File: src/rtl/alu_cmd_sequencer.sv
// Command-side sequencer for the 8-bit combinational ALU: reads operands from a
// small register file or an immediate, drives the ALU, writes back and responds.
module alu_cmd_sequencer #(
   parameter int WIDTH = 8,
   parameter int NREGS = 4
) (
   input  logic             clk,
   input  logic             rst_n,
   input  logic             cmd_valid,
   output logic             cmd_ready,
   input  logic [2:0]       cmd_opcode,
   input  logic [1:0]       cmd_dst,
   input  logic [1:0]       cmd_src_a,
   input  logic [1:0]       cmd_src_b,
   input  logic             cmd_use_imm,
   input  logic [WIDTH-1:0] cmd_imm,
   output logic [WIDTH-1:0] alu_a,
   output logic [WIDTH-1:0] alu_b,
   output logic [2:0]       alu_opcode,
   input  logic [WIDTH-1:0] alu_out,
   input  logic             alu_cout,
   output logic             rsp_valid,
   input  logic             rsp_ready,
   output logic [WIDTH-1:0] rsp_data,
   output logic             rsp_c_flag,
   output logic             rsp_z_flag,
   output logic [7:0]       cmd_count
);

   localparam logic [1:0] ST_IDLE = 2'd0;
   localparam logic [1:0] ST_EXEC = 2'd1;
   localparam logic [1:0] ST_RESP = 2'd2;

   logic [1:0]       state;
   logic [1:0]       dst_q;
   logic [WIDTH-1:0] regs [NREGS];

   // Gated by rst_n so nothing is accepted while reset is held.
   assign cmd_ready = rst_n && (state == ST_IDLE);

   always_ff @(posedge clk or negedge rst_n) begin
      if (!rst_n) begin
         state      <= ST_IDLE;
         dst_q      <= '0;
         alu_a      <= '0;
         alu_b      <= '0;
         alu_opcode <= '0;
         rsp_valid  <= 1'b0;
         rsp_data   <= '0;
         rsp_c_flag <= 1'b0;
         rsp_z_flag <= 1'b0;
         cmd_count  <= '0;
         for (int i = 0; i < NREGS; i++) begin
            regs[i] <= '0;
         end
      end else begin
         case (state)
            ST_IDLE: begin
               if (cmd_valid) begin
                  alu_a      <= regs[cmd_src_a];
                  alu_b      <= cmd_use_imm ? cmd_imm : regs[cmd_src_b];
                  alu_opcode <= cmd_opcode;
                  dst_q      <= cmd_dst;
                  state      <= ST_EXEC;
               end
            end
            ST_EXEC: begin
               // The ALU settles combinationally during this single cycle.
               regs[dst_q] <= alu_out;
               rsp_data    <= alu_out;
               rsp_c_flag  <= alu_cout;
               rsp_z_flag  <= (alu_out == '0);
               rsp_valid   <= 1'b1;
               state       <= ST_RESP;
            end
            ST_RESP: begin
               if (rsp_ready) begin
                  rsp_valid <= 1'b0;
                  cmd_count <= cmd_count + 8'd1;
                  state     <= ST_IDLE;
               end
            end
            default: state <= ST_IDLE;
         endcase
      end
   end

endmodule

File: config.mk
export PLATFORM = sky130hd
export DESIGN_NAME = alu_cmd_sequencer
export DESIGN_NICKNAME = d
export VERILOG_FILES = /design/src/rtl/alu_cmd_sequencer.sv
export SDC_FILE = /design/constraint.sdc
export NUM_CORES = 1
export LEC_CHECK = 0
export CELL_PAD_IN_SITES_DETAIL_PLACEMENT = 1
export CELL_PAD_IN_SITES_GLOBAL_PLACEMENT = 2
export CORE_MARGIN = 2
export CORE_UTILIZATION = 38
export DETAILED_ROUTE_END_ITERATION = 7
export GPL_TIMING_DRIVEN = 1
export MAX_ROUTING_LAYER = met4
export PLACE_DENSITY_LB_ADDON = 0.1
export SLEW_MARGIN = 40
export SYNTH_ARGS = -nofsm -noshare
export SYNTH_HDL_FRONTEND = slang
export SYNTH_SLANG_ARGS = --single-unit
File: constraint.sdc
create_clock -name clk -period 2.3 [get_ports clk]
set_input_delay 0.345 -clock clk [delete_from_list [all_inputs] [get_ports clk]]
set_output_delay 0.345 -clock clk [all_outputs]
set_load 0.01 [all_outputs]
==> summary.md <==
| Metric | Value |
|---|---|
| Area of the mapped netlist | `3320 um2` |
| Pwr/cell area | `1320 nW/um2` |
| Number of nets in the synthesized netlist | `~260` |
| Sinks on the clock net | `74` |
| Number of rows in the core area | `34` |
| Number of buffer cells added on primary ports | `69` |
| Routed vias | `2,224` |
| Crit path DAT | `1570 ps` |
| Relative max-transition margin | `55.4%` |
| Deepest clock path buffer count | `2` |
| Top routing layer in use | `met4` |
| Fraction of the yosys area taken by sequential cells | `55.7%` |
| Core outline area | `8590 um2` |
| Crit start category | `register` |
| Number of endpoints failing setup at the final stage | `0` |
| Starting density of the core | `38.7%` |
| Horizontal die dimension | `97.5 um` |
| CP max stage cell | `clkdlybuf4s50_1` |
| Post-route setup slack | `~380 ps` |
| # Post-CTS Setup Buffers | `0` |
| Count of state elements after synthesis | `74` |
| Clock transition at the registers of the reported paths | `roughly 80 ps` |
| Synth-to-Final Area Change | `34.2%` |
| Final nets | `between 300 and 400` |
| Total track usage | `18.9%` |
| CP max FO | `7` |
| Status | `finished, final reports clean` |
| Maximum vdd drop | `0.492 mV` |
| Vias in the first global route | `2,437` |
| CTS tree | `done` |
| Setup repair after global routing missed its margin | `no` |
| Transition time of the tightest slew-check pin | `668 ps` |
| Mean number of vias per cell | `around 5.3` |
| Setup CP Type | `reg2out` |
| Floorplan die height | `approximately 98 um` |
| Number of synthesis warnings | `0` |
| Count of cells resized by post-cts repair | `0` |
| Routed length on met2 | `just under 4000 um` |
| Most used flip-flop cell after synthesis | `dfrtp_1` |
| Detailed-route wire length | `8210 um` |
| Routed metal-1 wire length | `3770 um` |
| Total buffers and inverters traversed by the critical path | `1` |
| Leakage | `1.84 nW` |
| Area of the die | `9510 um2` |
| Setup slack at placement | `314 ps` |
| Clock buffers created by TritonCTS | `9` |
| Number of maximum-capacitance constraint violations | `0` |
| Final Critical Period | `1920 ps` |
| Number of flops mapped to enable cells by yosys | `0` |
| Maximum number of pins on one net before global-route repair | `75` |
| Count of H-tree levels built during CTS | `3` |
| DP Wirelength | `5430 um` |
| Detailed route wirelength on metal3 | `394 um` |
| Count of hold-fix buffers inserted at cts | `0` |
| Remaining global-route overflow | `0` |
| Clock tree skew after final layout | `9.82 ps` |
| Initial antenna violation count | `0` |
| Crit-path cells | `nor3b_1, clkdlybuf4s50_1` |
| Largest stage delay, worst path | `570 ps` |
| Total inserted antenna cells | `0` |
| Largest cells by area after synthesis | `dfrtp_1 56%, mux2_2 24%, mux4_2 5.4%` |
| Remaining routing DRC violations | `0` |
| Cell at the root of the clock tree | `clkbuf_8` |
| Iteration-0 DRC count of the detailed router | `73` |
| Yosys top cell area share | `55.7%` |
| DR pass1 iterations | `4` |
| Classification of the worst-slack hold path | `in2async` |
| Post-route setup TNS | `0 ps` |
| Synthesized area divided by synthesized cell count | `about 15 um2` |
| Final Hold Vio Count | `0` |
| Share of synthesized registers carrying an async set or reset | `100%` |
| Clock latency on the worst-skew pair | `340 ps` |
| Final antenna-violating net count | `0` |
| Gate family responsible for the most delay along the worst path | `buffers and inverters` |
| Cell count after synthesis | `roughly 230` |
| Required time worst endpoint | `1960 ps` |
| Crit path capture type | `primary output` |
| Count of different cell masters after synthesis | `27` |
| Share of post-route cells with drive strength above 1 | `35.5%` |
| Final weighted congestion in routability-driven placement | `0.715` |
| Number of max-slew violations in the final report | `0` |
| Period Utilization, post-route | `83.4%` |
| Wire length per cell | `19.5 um` |
| Cell type with the largest total area after synthesis | `dfrtp_1` |
| First-pass GRT wire length | `13,400 um` |
| Top achievable clock speed | `~520 MHz` |
| Number of top-level design ports | `70` |
-- Yosys cell counts (all sizes together), types with 3 or more instances --
cell type / count
a21oi: 8
buf: 9
mux4: 8
dfrtp: 74
nor3b: 4
nor3: 3
nand2: 6
nor2: 11
xnor2: 3
xor2: 4
mux2: 71
nor4: 3
a222oi: 8
-- kinds of logic after synthesis --
kind of cell | synth area share, %
muxes | 29.5
adders and majority gates | 0.377
buffers and inverters | 2.11
AOI/OAI and AO/OA | 3.92
and+or+nand+nor | 6.52
DFF | 55.7
xor gates and xnor gates | 1.85
-- metrics by stage --
step	instance area (um2)	power [mW]	utilization (%)	cells	hold slack [ps]
detailed placement	4210	4.68	49.0	405	465
global route	4460	6.27	51.9	421	174
finish	4460	5.89	51.9	421	130
global placement	4200	4.59	48.9	405	460
CTS	4460	5.97	51.9	421	149
floorplan	3320	3.61	-	227	49.4
-- sequential cells by signal, indices dropped and copies added (netlist names) --
register	flops
alu_a	8
rsp_valid	1
rsp_c_flag	1
alu_b	8
dst_q	2
alu_opcode	3
rsp_data	8
rsp_z_flag	1
regs	32
state	2
cmd_count	8
-- worst register-to-register path, delay by kind of cell, from the launching register on --
family | cells | cell delay, ps
muxes | 1 | 400
and+or+nand+nor | 2 | 810
DFF | 1 | 460
-- per-layer routing --
layer  track usage, %  up-vias
met4             6.09        0
met2             29.3       63
met3             3.38        6
li1                 -     1009
met1             25.6     1146
met5                -        -
-- cells in the final DEF, fill, tap and decap left out, drive strengths merged --
cell / count
dfrtp: 74
mux2: 71
clkdlybuf4s50: 68
buf: 13
clkbuf: 12
nor2: 11
mux4: 8
a222oi: 8
a21oi: 8
nand2: 6
xor2: 4
nor3b: 4
nor4: 3
xnor2: 3
bufinv: 3
nor3: 3
nand2b: 2
nand4b: 2
o21ai: 2
inv: 2
nor2b: 1
nand3b: 1
nand4: 1
nand3: 1
ha: 1
clkinvlp: 1
-- power by group --
part / leakage, nW / switching [mW] / internal [mW]
clock: 0.123 / 0.481 / 0.781
combinational: 0.833 / 0.807 / 1.43
sequential: 0.883 / 0.475 / 1.92
-- path summary, 6_finish.rpt --
check	from	endpoint	slack, ps	cells after the start
max	state[0]	cmd_ready	380	2
min	rst_n	cmd_count[7]	130	2
max reg2reg	state[1]	regs[24]	520	3
min reg2reg	cmd_count[7]	cmd_count[7]	470	1
max in group asynchronous	rst_n	rsp_data[3]	1710	2
min in group clk	cmd_count[7]	cmd_count[7]	470	1
-- area by class of cell --
type / instances / area (um2)
fill: 867 / 4130
sequential: 74 / 1850
multi-input combinational: 140 / 1410
timing repair buffer: 81 / 807
clock buffer: 12 / 155
tap: 108 / 135
clock inverter: 4 / 97.6
inverter: 2 / 7.51
Note: power is estimated with default switching activity, not from simulation.
